--- config.mk ---
export PLATFORM = sky130hd
export DESIGN_NAME = om_result_streamer
export DESIGN_NICKNAME = d
export VERILOG_FILES = /design/src/rtl/bf_pkg.sv /design/src/rtl/om_result_streamer_stream_out_reg.sv /design/src/rtl/om_result_streamer.sv
export SDC_FILE = /design/constraint.sdc
export NUM_CORES = 1
export LEC_CHECK = 0
export BUFFER_PORTS_ARGS = -buffer_cell sky130_fd_sc_hd__buf_2
export CAP_MARGIN = 10
export CORE_MARGIN = 4
export CORE_UTILIZATION = 51
export DETAILED_ROUTE_END_ITERATION = 8
export GPL_TIMING_DRIVEN = 0
export PLACE_DENSITY_LB_ADDON = 0.05
export SLEW_MARGIN = 30
export SYNTH_ARGS = -nofsm -noshare
export SYNTH_HDL_FRONTEND = slang
export SYNTH_SLANG_ARGS = --single-unit
--- constraint.sdc ---
create_clock -name clock -period 2.7 [get_ports clock]
set_clock_uncertainty 0.15 [all_clocks]
set_input_delay 0.27 -clock clock [delete_from_list [all_inputs] [get_ports clock]]
set_output_delay 0.27 -clock clock [all_outputs]
set_load 0.03 [all_outputs]
--- src/rtl/bf_pkg.sv ---
// Shared Output Memory geometry and streamer state encoding used by the
// bellmanford result path.
package bf_pkg;

  localparam int              OM_ADDR_W = 13;
  localparam int              OM_DATA_W = 16;
  localparam int              OM_DEPTH  = 8192;
  localparam logic [15:0]     DIST_INF  = 16'hFFFF;

  typedef enum logic [1:0] {
    ST_IDLE = 2'd0,
    ST_SCAN = 2'd1,
    ST_NEG  = 2'd2,
    ST_DONE = 2'd3
  } om_state_e;

endpackage

--- src/rtl/om_result_streamer_stream_out_reg.sv ---
// Single-entry valid/ready output register carrying a distance word and its
// INF / negative-cycle / last flags.
module stream_out_reg #(
  parameter int DATA_W = 16
) (
  input  logic              clock,
  input  logic              reset,
  input  logic              load,
  input  logic [DATA_W-1:0] load_data,
  input  logic              load_inf,
  input  logic              load_neg,
  input  logic              load_last,
  input  logic              out_ready,
  output logic              out_valid,
  output logic [DATA_W-1:0] out_data,
  output logic              out_inf,
  output logic              out_neg,
  output logic              out_last
);

  logic              valid_q, valid_d;
  logic [DATA_W-1:0] data_q,  data_d;
  logic              inf_q,   inf_d;
  logic              neg_q,   neg_d;
  logic              last_q,  last_d;

  // Next entry contents: load overwrites, an accept without load empties it.
  always_comb begin
    valid_d = valid_q;
    data_d  = data_q;
    inf_d   = inf_q;
    neg_d   = neg_q;
    last_d  = last_q;
    if (load) begin
      valid_d = 1'b1;
      data_d  = load_data;
      inf_d   = load_inf;
      neg_d   = load_neg;
      last_d  = load_last;
    end else if (valid_q && out_ready) begin
      valid_d = 1'b0;
    end else begin
      valid_d = valid_q;
    end
  end

  // Entry state flops.
  always_ff @(posedge clock or posedge reset) begin
    if (reset) begin
      valid_q <= 1'b0;
      data_q  <= '0;
      inf_q   <= 1'b0;
      neg_q   <= 1'b0;
      last_q  <= 1'b0;
    end else begin
      valid_q <= valid_d;
      data_q  <= data_d;
      inf_q   <= inf_d;
      neg_q   <= neg_d;
      last_q  <= last_d;
    end
  end

  assign out_valid = valid_q;
  assign out_data  = data_q;
  assign out_inf   = inf_q;
  assign out_neg   = neg_q;
  assign out_last  = last_q;

endmodule

--- src/rtl/om_result_streamer.sv ---
// Scans bellmanford's Output Memory after Finish and streams each distance
// word on a valid/ready port, or emits one status word on NegCycle.
module om_result_streamer
  import bf_pkg::*;
#(
  parameter int                ADDR_W = OM_ADDR_W,
  parameter int                DATA_W = OM_DATA_W,
  parameter int                DEPTH  = OM_DEPTH,
  parameter logic [DATA_W-1:0] INF    = DIST_INF
) (
  input  logic              clock,
  input  logic              reset,
  input  logic              Finish,
  input  logic              NegCycle,
  output logic [ADDR_W-1:0] OMAR,
  input  logic [DATA_W-1:0] OMDR,
  output logic              out_valid,
  input  logic              out_ready,
  output logic [DATA_W-1:0] out_data,
  output logic              out_inf,
  output logic              out_neg,
  output logic              out_last,
  output logic              Done
);

  // One spare address bit lets the counter reach DEPTH when DEPTH == 2^ADDR_W.
  localparam int             CW      = ADDR_W + 1;
  localparam logic [CW-1:0]  DEPTH_C = CW'(DEPTH);
  localparam logic [CW-1:0]  LAST_C  = CW'(DEPTH - 1);

  om_state_e         state_q, state_d;
  logic [CW-1:0]     addr_q,  addr_d;
  logic              done_q,  done_d;

  logic              words_left_s;
  logic              load_s;
  logic [DATA_W-1:0] ld_data_s;
  logic              ld_inf_s;
  logic              ld_neg_s;
  logic              ld_last_s;

  assign words_left_s = (addr_q < DEPTH_C);

  // Next-state, address and output-register load decisions.
  always_comb begin
    state_d   = state_q;
    addr_d    = addr_q;
    load_s    = 1'b0;
    ld_data_s = '0;
    ld_inf_s  = 1'b0;
    ld_neg_s  = 1'b0;
    ld_last_s = 1'b0;
    case (state_q)
      ST_IDLE: begin
        if (NegCycle) begin
          state_d = ST_NEG;
        end else if (Finish) begin
          state_d = ST_SCAN;
          addr_d  = '0;
        end else begin
          state_d = ST_IDLE;
        end
      end
      ST_SCAN: begin
        if ((!out_valid || out_ready) && words_left_s) begin
          load_s    = 1'b1;
          ld_data_s = OMDR;
          ld_inf_s  = (OMDR == INF);
          ld_last_s = (addr_q == LAST_C);
          addr_d    = addr_q + CW'(1);
        end else if (out_valid && out_ready && out_last) begin
          state_d = ST_DONE;
        end else begin
          state_d = ST_SCAN;
        end
      end
      ST_NEG: begin
        if (!out_valid) begin
          load_s    = 1'b1;
          ld_data_s = INF;
          ld_inf_s  = 1'b1;
          ld_neg_s  = 1'b1;
          ld_last_s = 1'b1;
        end else if (out_ready) begin
          state_d = ST_DONE;
        end else begin
          state_d = ST_NEG;
        end
      end
      ST_DONE: begin
        state_d = ST_DONE;
      end
      default: begin
        state_d = ST_IDLE;
      end
    endcase
    done_d = (state_d == ST_DONE);
  end

  // FSM, address counter and sticky Done.
  always_ff @(posedge clock or posedge reset) begin
    if (reset) begin
      state_q <= ST_IDLE;
      addr_q  <= '0;
      done_q  <= 1'b0;
    end else begin
      state_q <= state_d;
      addr_q  <= addr_d;
      done_q  <= done_d;
    end
  end

  // Once the final word is fetched the counter sits at DEPTH; keep the read
  // address pinned to the last valid word instead of running off the end.
  assign OMAR = words_left_s ? addr_q[ADDR_W-1:0] : LAST_C[ADDR_W-1:0];
  assign Done = done_q;

  stream_out_reg #(
    .DATA_W (DATA_W)
  ) u_out (
    .clock     (clock),
    .reset     (reset),
    .load      (load_s),
    .load_data (ld_data_s),
    .load_inf  (ld_inf_s),
    .load_neg  (ld_neg_s),
    .load_last (ld_last_s),
    .out_ready (out_ready),
    .out_valid (out_valid),
    .out_data  (out_data),
    .out_inf   (out_inf),
    .out_neg   (out_neg),
    .out_last  (out_last)
  );

endmodule
==> results.json <==
{
  "die_y_um": 69.5,
  "syn-num-nets": 211,
  "p_sw_mw": 0.901,
  "post-dp-hpwl_um": 3330,
  "ff2ff_path_depth": 6,
  "crit_type": "flop to flop",
  "core_um2": 3660,
  "cp.arrival_ps": 2360,
  "clkPwrFrac": 0.174,
  "grt_pass1_vias": 1677,
  "cts_made_buffers": 5,
  "hold_depth": 2,
  "slew_headroom": 0.475,
  "r2r_slack_ps": 360,
  "synth_seq_cells": 37,
  "tns_ps": 0,
  "post_cts_buffers": 0,
  "clkLatencyLatePin_ps": 290,
  "io_buffers": 54,
  "drc_errors": 0,
  "grt_overflow_total": 0,
  "dr.pass1.iters": 4,
  "maxSlewViolCount": 0,
  "worstReg2RegStart": "state_q[1]$_DFF_PP0_",
  "gp_congestion": 0.814,
  "htreeDepth": 2,
  "routedWlPerCell_um": 14.9,
  "period_share": 0.866,
  "critPathCaptureType": "flop",
  "required_ps": 2720,
  "wl_met1_um": 1940,
  "power_density_nw_per_um2": 904,
  "path_max_fanout": 10,
  "syn_area_um2": 1930,
  "tightest_slew_ps": 786,
  "hold_viol": 0,
  "fp.dieW_um": 69.5,
  "num_vias": 1652,
  "layout_commonest_cell": "buf_2",
  "path_cells": "inv_1 -> ha_1 -> nor2b_4 -> o2111ai_1 -> clkbuf_1 -> o22a_1",
  "final_util": 0.643,
  "fmax_ghz": 0.428,
  "rows": 22,
  "syn_inst": 183,
  "ant_nets": 0,
  "internal_power_mw": 1.23,
  "syn_area_per_cell_um2": 10.6,
  "netlist-cell-type-count": 41,
  "dr_wl_met3_um": 260,
  "cts_tree": "done",
  "fin_crit_ps": 2340,
  "met2_length_um": 2150,
  "vias_per_cell": 5.62,
  "layout_common_cells": "56 x buf_2, 37 x dfrtp_1, 16 x o22a_1",
  "clkSlewWorstSetupHoldPaths_ps": 80,
  "top_layer": "met4",
  "combinationalPowerShare": 0.473,
  "hp-start": "OMDR[3]",
  "min_to": "u_out.out_data[3]$_DFFE_PP0P_",
  "initial_core_util": 0.528,
  "worst-path-buf-inv": 2,
  "fin_nets": 273,
  "antenna_found_initial": 0,
  "sequentialPowerShare": 0.353,
  "dieArea_um2": 4840,
  "io_pins": 55,
  "p_leak_nw": 1.13,
  "cp_slowest_cell": "dfrtp_1",
  "syn2layout_area_growth_pct": 21.9,
  "swShare": 0.423,
  "antennaDiodeCount": 0,
  "rsz0062_at_grt": "no",
  "final-setup-viol-count": 0,
  "ys_warn_count": 0,
  "hold_path.class": "primary input to flop",
  "synth_seq_area_share": 0.479,
  "slowest_delay_ps": 440,
  "cp_top_family": "compound AO/OA/AOI/OAI gates",
  "ys_async_sr_fraction": 1.00,
  "run_status": "finished clean",
  "synth_edf_count": 0,
  "startpoint_type": "flop",
  "grt_pass1_wl_um": 7560,
  "grt.total_usage": 0.189,
  "ir_drop_mv": 0.658,
  "drt_iter0_markers": 88,
  "clock-sinks": 37,
  "drive_above_1_share": 0.337,
  "drt-total-wl_um": 4390,
  "cts_root_buffer": "clkbuf_8",
  "synth_area_leaders": "dfrtp_1 48%, o22a_1 7.3%, ha_1 4.5%, or2_2 4.2%, mux2i_1 3.1%",
  "r2r-end": "u_out.out_data[0]$_DFFE_PP0P_",
  "yosys.area.top_type": "dfrtp_1",
  "netlist.area_leader.share": 0.479,
  "clk_path_buf_depth": 2,
  "drv_cap": 0,
  "synthFlopType": "dfrtp_1",
  "grt_start_max_net_pins": 38
}
state kept, by name (all words and copies together) (netlist names):
register and count:
u_out.out_data 16, state_q 2, u_out.out_last 1, u_out.out_neg 1
u_out.out_inf 1, Done 1, u_out.out_valid 1, addr_q 14
per-layer routing:
layer,track usage,vias to the layer above
met2,0.322,46
met5,0,-
met3,0.0623,4
met1,0.231,795
li1,-,807
met4,0.0499,0
area by class of cell:
class,instances,area [um^2]
Sequential cell,37,926
Buffer,7,40.0
Tap cell,48,60.1
Timing Repair Buffer,55,280
Multi-Input combinational cell,132,940
Inverter,7,26.3
Clock buffer,6,72.6
Clock inverter,2,10.0
Fill cell,309,1310
how the worst max path moves through the flow:
| stage | start | endpoint | slack, ps | cells after the start |
|---|---|---|---|---|
| after floorplan | state_q[1]$_DFF_PP0_ | u_out.out_data[0]$_DFFE_PP0P_ | 660 | 9 |
| after global placement | state_q[1]$_DFF_PP0_ | u_out.out_data[6]$_DFFE_PP0P_ | 470 | 6 |
| after detailed placement | state_q[1]$_DFF_PP0_ | u_out.out_data[0]$_DFFE_PP0P_ | 400 | 6 |
| after CTS | state_q[1]$_DFF_PP0_ | u_out.out_data[0]$_DFFE_PP0P_ | 380 | 6 |
| after global routing | state_q[1]$_DFF_PP0_ | u_out.out_data[4]$_DFFE_PP0P_ | 190 | 6 |
| final | state_q[1]$_DFF_PP0_ | u_out.out_data[0]$_DFFE_PP0P_ | 360 | 6 |
kinds of logic (layout without fill, tap and decap cells):
family | Yosys count | in the layout | synth area share
and+or+nand+nor | 70 | 70 | 0.212
AOI/OAI and AO/OA | 48 | 48 | 0.192
DFF | 37 | 37 | 0.479
buffers and inverters | 14 | 77 | 0.0343
adders and majority gates | 7 | 7 | 0.0453
muxes | 7 | 7 | 0.0369
power by group through the flow:
stage          sequential, mW  combinational, mW  clock, mW
2_1_floorplan           0.923              0.585          0
4_1_cts                 0.750               1.01      0.376
3_5_place_dp            0.760               1.01          0
3_3_place_gp            0.751              0.978          0
6_report                0.750               1.01      0.371
5_1_grt                 0.767               1.11      0.400
synth_stat cells (all sizes together), types with 2 or more instances:
cell / count
dfrtp: 37
o22a: 16
nand2: 13
or2: 13
a21oi: 7
ha: 7
inv: 7
nand2b: 7
nand4: 7
mux2i: 6
nand3: 6
nor2: 5
buf: 4
o21ai: 4
o31ai: 4
or4: 4
and2: 3
and4: 3
clkbuf: 3
nor2b: 3
a211oi: 2
a22o: 2
a31oi: 2
a41o: 2
nor3: 2
o2111ai: 2
o21a: 2
per-stage QoR:
stage / area [um^2] / hold WS, ps / setup slack [ps] / cells / power [mW]
3_3_place_gp: 2260 / 316 / 468 / 285 / 1.73
4_1_cts: 2350 / 77.8 / 385 / 294 / 2.14
3_5_place_dp: 2260 / 299 / 404 / 285 / 1.77
5_1_grt: 2350 / 80.3 / 195 / 294 / 2.28
6_report: 2350 / 84.0 / 362 / 294 / 2.13
2_1_floorplan: 1930 / 268 / 658 / 183 / 1.51
worst register-to-register path: stages, from the launching register on:
cell	delay, ps
dfrtp_1	440
inv_1	120
ha_1	280
nor2b_4	220
o2111ai_1	390
clkbuf_1	360
o22a_1	270
what timing repair did:
item | 4_1_cts | 5_1_grt
hold buffers | 1 | 0
resized for setup | 0 | 0
endpoints found under the hold margin | 5 | 0
Power figures use the tool's default switching activity.
